`src/rtl/mux_rr_scheduler_pkg.sv`:
```
// Shared constants and types for the round-robin gated-selector scheduler.
// State encoding is fixed so other arbiters in the slice can decode it.
package mux_rr_scheduler_pkg;

    localparam int NUM_CH = 4;
    localparam int SEL_W  = 2;

    typedef enum logic [1:0] {
        ST_IDLE  = 2'd0,
        ST_GRANT = 2'd1,
        ST_GAP   = 2'd2
    } state_t;

    function automatic logic [NUM_CH-1:0] onehot(input logic [SEL_W-1:0] idx);
        logic [NUM_CH-1:0] vec;
        vec      = '0;
        vec[idx] = 1'b1;
        return vec;
    endfunction

endpackage

```
`src/rtl/mux_rr_scheduler_if.sv`:
```
// Request/data bundle from the sources and the registered selector/stream outputs.
// The scheduler uses the slave view; sources and the serial consumer use master.
interface mux_rr_scheduler_if;
    import mux_rr_scheduler_pkg::*;

    logic [NUM_CH-1:0] req;
    logic [NUM_CH-1:0] data;
    logic [NUM_CH-1:0] grant;
    logic [SEL_W-1:0]  sel;
    logic              flag;
    logic              valid_data;
    logic              vld;
    logic              busy;

    modport master (
        output req, data,
        input  grant, sel, flag, valid_data, vld, busy
    );

    modport slave (
        input  req, data,
        output grant, sel, flag, valid_data, vld, busy
    );

endinterface

```
`src/rtl/mux_rr_scheduler_rr_pick4.sv`:
```
// Combinational 4-way round-robin picker: first set request after last_ptr, wrapping.
// last_ptr itself is searched last, so the previous owner has lowest priority.
module rr_pick4
    import mux_rr_scheduler_pkg::*;
(
    input  logic [NUM_CH-1:0] req,
    input  logic [SEL_W-1:0]  last_ptr,
    output logic [SEL_W-1:0]  pick,
    output logic              any
);

    logic [SEL_W-1:0] idx;

    // Walk from the farthest candidate toward the nearest so the nearest hit wins.
    always_comb begin
        pick = '0;
        idx  = '0;
        for (int i = NUM_CH; i >= 1; i--) begin
            idx = last_ptr + SEL_W'(i);
            if (req[idx]) begin
                pick = idx;
            end
        end
    end

    assign any = |req;

endmodule

```
`src/rtl/mux_rr_scheduler.sv`:
```
// Round-robin scheduler driving a 4-channel 1-bit gated selector and a registered
// serial output stream; each owner holds the selector for up to HOLD_LEN cycles.
module mux_rr_scheduler
    import mux_rr_scheduler_pkg::*;
#(
    parameter int HOLD_LEN = 4,
    parameter int CNT_W    = 4
) (
    input  logic                 clk,
    input  logic                 rst_n,
    mux_rr_scheduler_if.slave    bus
);

    localparam logic [CNT_W-1:0] HOLD_CNT = CNT_W'(HOLD_LEN - 1);

    state_t            state_q, state_d;
    logic [CNT_W-1:0]  cnt_q, cnt_d;
    logic [SEL_W-1:0]  last_ptr_q, last_ptr_d;
    logic [SEL_W-1:0]  sel_q, sel_d;
    logic [NUM_CH-1:0] grant_q, grant_d;
    logic              flag_q, flag_d;
    logic              busy_q, busy_d;
    logic              valid_data_p0, valid_data_d;
    logic              vld_p0, vld_d;

    logic [SEL_W-1:0]  pick;
    logic              any;

    rr_pick4 u_pick (
        .req      (bus.req),
        .last_ptr (last_ptr_q),
        .pick     (pick),
        .any      (any)
    );

    always_comb begin
        state_d      = state_q;
        cnt_d        = cnt_q;
        last_ptr_d   = last_ptr_q;
        sel_d        = sel_q;
        grant_d      = '0;
        flag_d       = 1'b0;
        valid_data_d = 1'b0;
        vld_d        = 1'b0;

        unique case (state_q)
            ST_IDLE: begin
                if (any) begin
                    state_d = ST_GRANT;
                    sel_d   = pick;
                    grant_d = onehot(pick);
                    flag_d  = 1'b1;
                    cnt_d   = HOLD_CNT;
                end
            end
            ST_GRANT: begin
                // The release cycle still contributes its data bit to the stream.
                valid_data_d = bus.data[sel_q];
                vld_d        = 1'b1;
                if (cnt_q == '0 || !bus.req[sel_q]) begin
                    state_d = ST_GAP;
                end else begin
                    cnt_d   = cnt_q - CNT_W'(1);
                    grant_d = grant_q;
                    flag_d  = 1'b1;
                end
            end
            ST_GAP: begin
                last_ptr_d = sel_q;
                state_d    = ST_IDLE;
            end
            default: begin
                state_d = ST_IDLE;
            end
        endcase

        busy_d = (state_d != ST_IDLE);
    end

    // Control state and registered outputs
    always_ff @(posedge clk or negedge rst_n) begin
        if (!rst_n) begin
            state_q    <= ST_IDLE;
            cnt_q      <= '0;
            last_ptr_q <= SEL_W'(NUM_CH - 1);
            sel_q      <= '0;
            grant_q    <= '0;
            flag_q     <= 1'b0;
            busy_q     <= 1'b0;
        end else begin
            state_q    <= state_d;
            cnt_q      <= cnt_d;
            last_ptr_q <= last_ptr_d;
            sel_q      <= sel_d;
            grant_q    <= grant_d;
            flag_q     <= flag_d;
            busy_q     <= busy_d;
        end
    end

    // Serial stream sample stage
    always_ff @(posedge clk or negedge rst_n) begin
        if (!rst_n) begin
            valid_data_p0 <= 1'b0;
            vld_p0        <= 1'b0;
        end else begin
            valid_data_p0 <= valid_data_d;
            vld_p0        <= vld_d;
        end
    end

    assign bus.grant      = grant_q;
    assign bus.sel        = sel_q;
    assign bus.flag       = flag_q;
    assign bus.busy       = busy_q;
    assign bus.valid_data = valid_data_p0;
    assign bus.vld        = vld_p0;

endmodule

```
`src/flat_wrapper.sv`:
```
// flat-port wrapper written by rule: the top's interface ports become plain ports
module mux_rr_scheduler_flat import mux_rr_scheduler_pkg::*;
#(
    parameter int HOLD_LEN = 4,
    parameter int CNT_W    = 4
)
  (clk, rst_n, bus_req, bus_data, bus_grant, bus_sel, bus_flag, bus_valid_data, bus_vld, bus_busy);
  mux_rr_scheduler_if bus_i ();
  input  logic clk;
  input  logic rst_n;
  input wire logic [$bits(bus_i.req)-1:0] bus_req;
  input wire logic [$bits(bus_i.data)-1:0] bus_data;
  output wire logic [$bits(bus_i.grant)-1:0] bus_grant;
  output wire logic [$bits(bus_i.sel)-1:0] bus_sel;
  output wire logic [$bits(bus_i.flag)-1:0] bus_flag;
  output wire logic [$bits(bus_i.valid_data)-1:0] bus_valid_data;
  output wire logic [$bits(bus_i.vld)-1:0] bus_vld;
  output wire logic [$bits(bus_i.busy)-1:0] bus_busy;
  assign bus_i.req = bus_req;
  assign bus_i.data = bus_data;
  assign bus_grant = bus_i.grant;
  assign bus_sel = bus_i.sel;
  assign bus_flag = bus_i.flag;
  assign bus_valid_data = bus_i.valid_data;
  assign bus_vld = bus_i.vld;
  assign bus_busy = bus_i.busy;
  mux_rr_scheduler #(.HOLD_LEN(HOLD_LEN), .CNT_W(CNT_W)) u_core (.clk(clk), .rst_n(rst_n), .bus(bus_i));
endmodule
```
`config.mk`:
```
export PLATFORM = sky130hd
export DESIGN_NAME = mux_rr_scheduler_flat
export DESIGN_NICKNAME = d
export VERILOG_FILES = /design/src/rtl/mux_rr_scheduler_pkg.sv /design/src/rtl/mux_rr_scheduler_if.sv /design/src/rtl/mux_rr_scheduler_rr_pick4.sv /design/src/rtl/mux_rr_scheduler.sv /design/src/flat_wrapper.sv
export SDC_FILE = /design/constraint.sdc
export NUM_CORES = 1
export LEC_CHECK = 0
export ABC_AREA = 1
export ABC_CLOCK_PERIOD_IN_PS = 3460
export CORE_MARGIN = 1.5
export CORE_UTILIZATION = 30
export DETAILED_ROUTE_END_ITERATION = 8
export PLACE_DENSITY = 0.62
export SYNTH_ARGS = -nofsm -noshare
export SYNTH_HDL_FRONTEND = slang
export SYNTH_HIERARCHICAL = 1
export SYNTH_SLANG_ARGS = --single-unit
export TNS_END_PERCENT = 50
```
`constraint.sdc`:
```
create_clock -name clk -period 3.46 [get_ports clk]
set_input_delay 0.519 -clock clk [delete_from_list [all_inputs] [get_ports clk]]
set_output_delay 0.519 -clock clk [all_outputs]
set_load 0.01 [all_outputs]
```
==> reports/qor.yml <==
ff2ff_setup_slack_ps: 1740
critPathKind: "input pin to register"
status: "finished, final reports clean"
num_rows: 21
cap_violations: 0
grt_pass1_wl_um: 3950
core-area_um2: 3440
cts_resized: 0
drive_above_1_share_pct: 19.3
grt_pass1_vias: 1006
antenna_cells: 0
period_needed_ps: 1850
power_frac_seq_pct: 30.7
routedWlPerCell_um: 10.9
synth_compound_area_share_pct: 10.3
critPathCaptureType: "register"
cts_setup_buffers: 0
rr_worst_depth: 8
hold_ws_ps: 524
die_w_um: 63.9
synthXorXnorAreaFrac_pct: 0.787
hold_start: "u_core/state_q[1]$_DFF_PN0_"
skew_ps: 0.821
wl_met2_um: 1190
switching_share_pct: 46.1
crit_slowest_cell: "clkdlybuf4s50_1"
hold_viol: 0
avgSynthCellArea_um2: 7.72
hpwl_um: 1820
cts_tree: "yes"
filler_cell_count: 350
initial_core_util_pct: 32.3
cp_top_family: "compound AO/OA/AOI/OAI gates"
place_congestion: 0.814
slew_headroom_pct: 47.0
synth_seq_cells: 18
min_to: "u_core/bus.vld$_DFF_PN0_"
synth_top_family_by_area: "simple AND/OR/NAND/NOR gates"
wl_met3_um: 63
crit_buf_inv: 2
synthCells: 144
yosysUniqueCellTypes: 27
grt.total_usage_pct: 12.2
yosys.area_share.simple_pct: 36.4
crit_start: "bus_req[3]"
power.density_nw_per_um2: 897
pwr-share-clk_pct: 11.6
drtIter0Drc: 22
top_layer_used: "met4"
place_area_um2: 1350
layout.nets: 178
crit_chain: "clkdlybuf4s50_1, inv_1, o21ai_2, nand2_2, o21ai_1, nand2_1, a21oi_2, nand2_1, o22ai_1"
vias_per_cell: 4.57
muxShareOfSynthArea_pct: 0
wl_um: 2320
die_h_um: 63.9
tightest_slew_ps: 792
ys_seq_area_share_pct: 40.7
setup_violations: 0
r2r_end: "u_core/bus.grant[2]$_DFFE_PN0P_"
drcViolationCount: 0
grt_max_degree: 19
crit_required_ps: 3630
comb_power_share_pct: 57.7
clk_pin_slew_ps: 60
io_buffer_count: 19
slew_viol_final: 0
clkSinkCount: 18
leakage_nw: 0.684
synth_adder_area_share_pct: 1.12
min_path_cells: 1
cp_max_fo: 4
crit_path_start_kind: "input pin"
clock_path_buffers: 2
insertion_delay_ps: 250
firstDrtPassIters: 4
ant_nets: 0
power.net_switching_mw: 0.576
fp.dieArea_um2: 4080
slowest_delay_ps: 490
num_vias: 968
ys_warn_count: 6
intPower_mw: 0.674
ios: 20
cts_hold_buffers: 0
finalSetupTns_ps: 0
rsz0062_at_grt: "no"
wl_met1_um: 1060
antenna_found_initial: 0
grt_overflow: 0
max_freq_ghz: 0.540
syn_area_um2: 1110
r2r_start: "u_core/last_ptr_q[0]$_DFFE_PN1N_"
cts_made_buffers: 3
fin_crit_sh_pct: 53.5
stdcell_area_um2: 1390
syn_nets: 155
cpMostUsedCell: "nand2_1"
cts_root_buffer: "clkbuf_8"
utilization_pct: 40.5
holdCritPathClass: "register to register"
syn_to_final_growth_pct: 25.3
cts.htree.levels: 1
critPathArrivalTime_ps: 2020
ir_drop_uv: 401
[cell usage after synthesis]
cell	n	share of area [%]
buf_6	1	1.0
or2_2	1	0.56
nand3_4	1	1.6
o22ai_1	2	1.1
xor2_1	1	0.79
inv_2	3	1.0
nand2_1	39	13
o21ai_1	2	0.90
inv_4	2	1.1
inv_1	22	7.4
nand2_4	3	3.0
nand2_2	8	4.5
o31ai_2	1	1.1
a21oi_2	1	0.79
nor2_1	7	2.4
nand3_1	10	4.5
o21ai_0	6	2.7
nor2_4	2	2.0
o21ai_2	3	2.4
dfrtp_1	16	36
or2_1	2	1.1
a21oi_1	3	1.3
nand3_2	2	1.8
ha_1	1	1.1
dfstp_2	2	4.7
nand4_1	2	1.1
nand3b_1	1	0.68
[how the worst max path moves through the flow]
stage	to	slack, ps	depth (start not counted)
after floorplan	u_core/bus.grant[2]$_DFFE_PN0P_	1960	9
after global placement	u_core/bus.grant[2]$_DFFE_PN0P_	1410	9
after detailed placement	u_core/bus.grant[2]$_DFFE_PN0P_	1370	9
after CTS	u_core/bus.grant[2]$_DFFE_PN0P_	1620	9
after global routing	u_core/bus.grant[2]$_DFFE_PN0P_	1470	9
final	u_core/bus.grant[2]$_DFFE_PN0P_	1610	9
[logic make-up after synthesis]
kind of cell,after synthesis
and+or+nand+nor,78
adders and majority gates,1
AOI/OAI and AO/OA,18
DFF,18
xor gates and xnor gates,1
buffers and inverters,28
[per-stage QoR]
step           setup WS, ps  std cells  power (mW)
3_3_place_gp           1410        208        1.09
6_report               1610        212        1.25
5_1_grt                1470        212        1.37
2_1_floorplan          1960        144       0.906
3_5_place_dp           1370        208        1.11
4_1_cts                1620        212        1.27
[sequential cells by signal, indices dropped and copies added, names as in the netlist]
| signal | flops |
|---|---|
| u_core/bus.grant | 4 |
| u_core/cnt_q | 4 |
| u_core/bus.sel | 2 |
| u_core/last_ptr_q | 2 |
| u_core/state_q | 2 |
| u_core/bus.busy | 1 |
| u_core/bus.flag | 1 |
| u_core/bus.valid_data | 1 |
| u_core/bus.vld | 1 |
[power groups by stage]
| stage | registers (mW) | logic, mW | clock network, mW |
|---|---|---|---|
| floorplan | 0.381 | 0.525 | 0 |
| global placement | 0.384 | 0.705 | 0 |
| detailed placement | 0.388 | 0.723 | 0 |
| CTS | 0.385 | 0.727 | 0.153 |
| global route | 0.397 | 0.815 | 0.159 |
| finish | 0.384 | 0.722 | 0.145 |
[placed cells by master (no fill, tap or decap), types with 3 or more instances in the layout]
cell,synthesis,final
inv_1,22,22
clkdlybuf4s50_1,0,19
a21oi_1,3,3
o21ai_2,3,3
nand3_1,10,10
nor2_1,7,7
dfrtp_1,16,16
clkbuf_8,0,3
inv_2,3,3
nand2_1,39,39
o21ai_0,6,6
nand2_4,3,3
nand2_2,8,8
[layer usage]
metal,GRT usage [%],vias to the layer above
met5,0,-
met4,4.89,0
met3,1.76,2
met2,22.7,11
met1,13.7,460
li1,-,495
[cell type report]
cell class / count / area (µm²) / area share, %
Multi-Input combinational cell: 98 / 542 / 38.9
Sequential cell: 18 / 453 / 32.5
Tap cell: 46 / 57.6 / 4.13
Clock buffer: 4 / 45.0 / 3.23
Inverter: 27 / 106 / 7.63
Timing Repair Buffer: 19 / 190 / 13.6
Power figures use the tool's default switching activity.
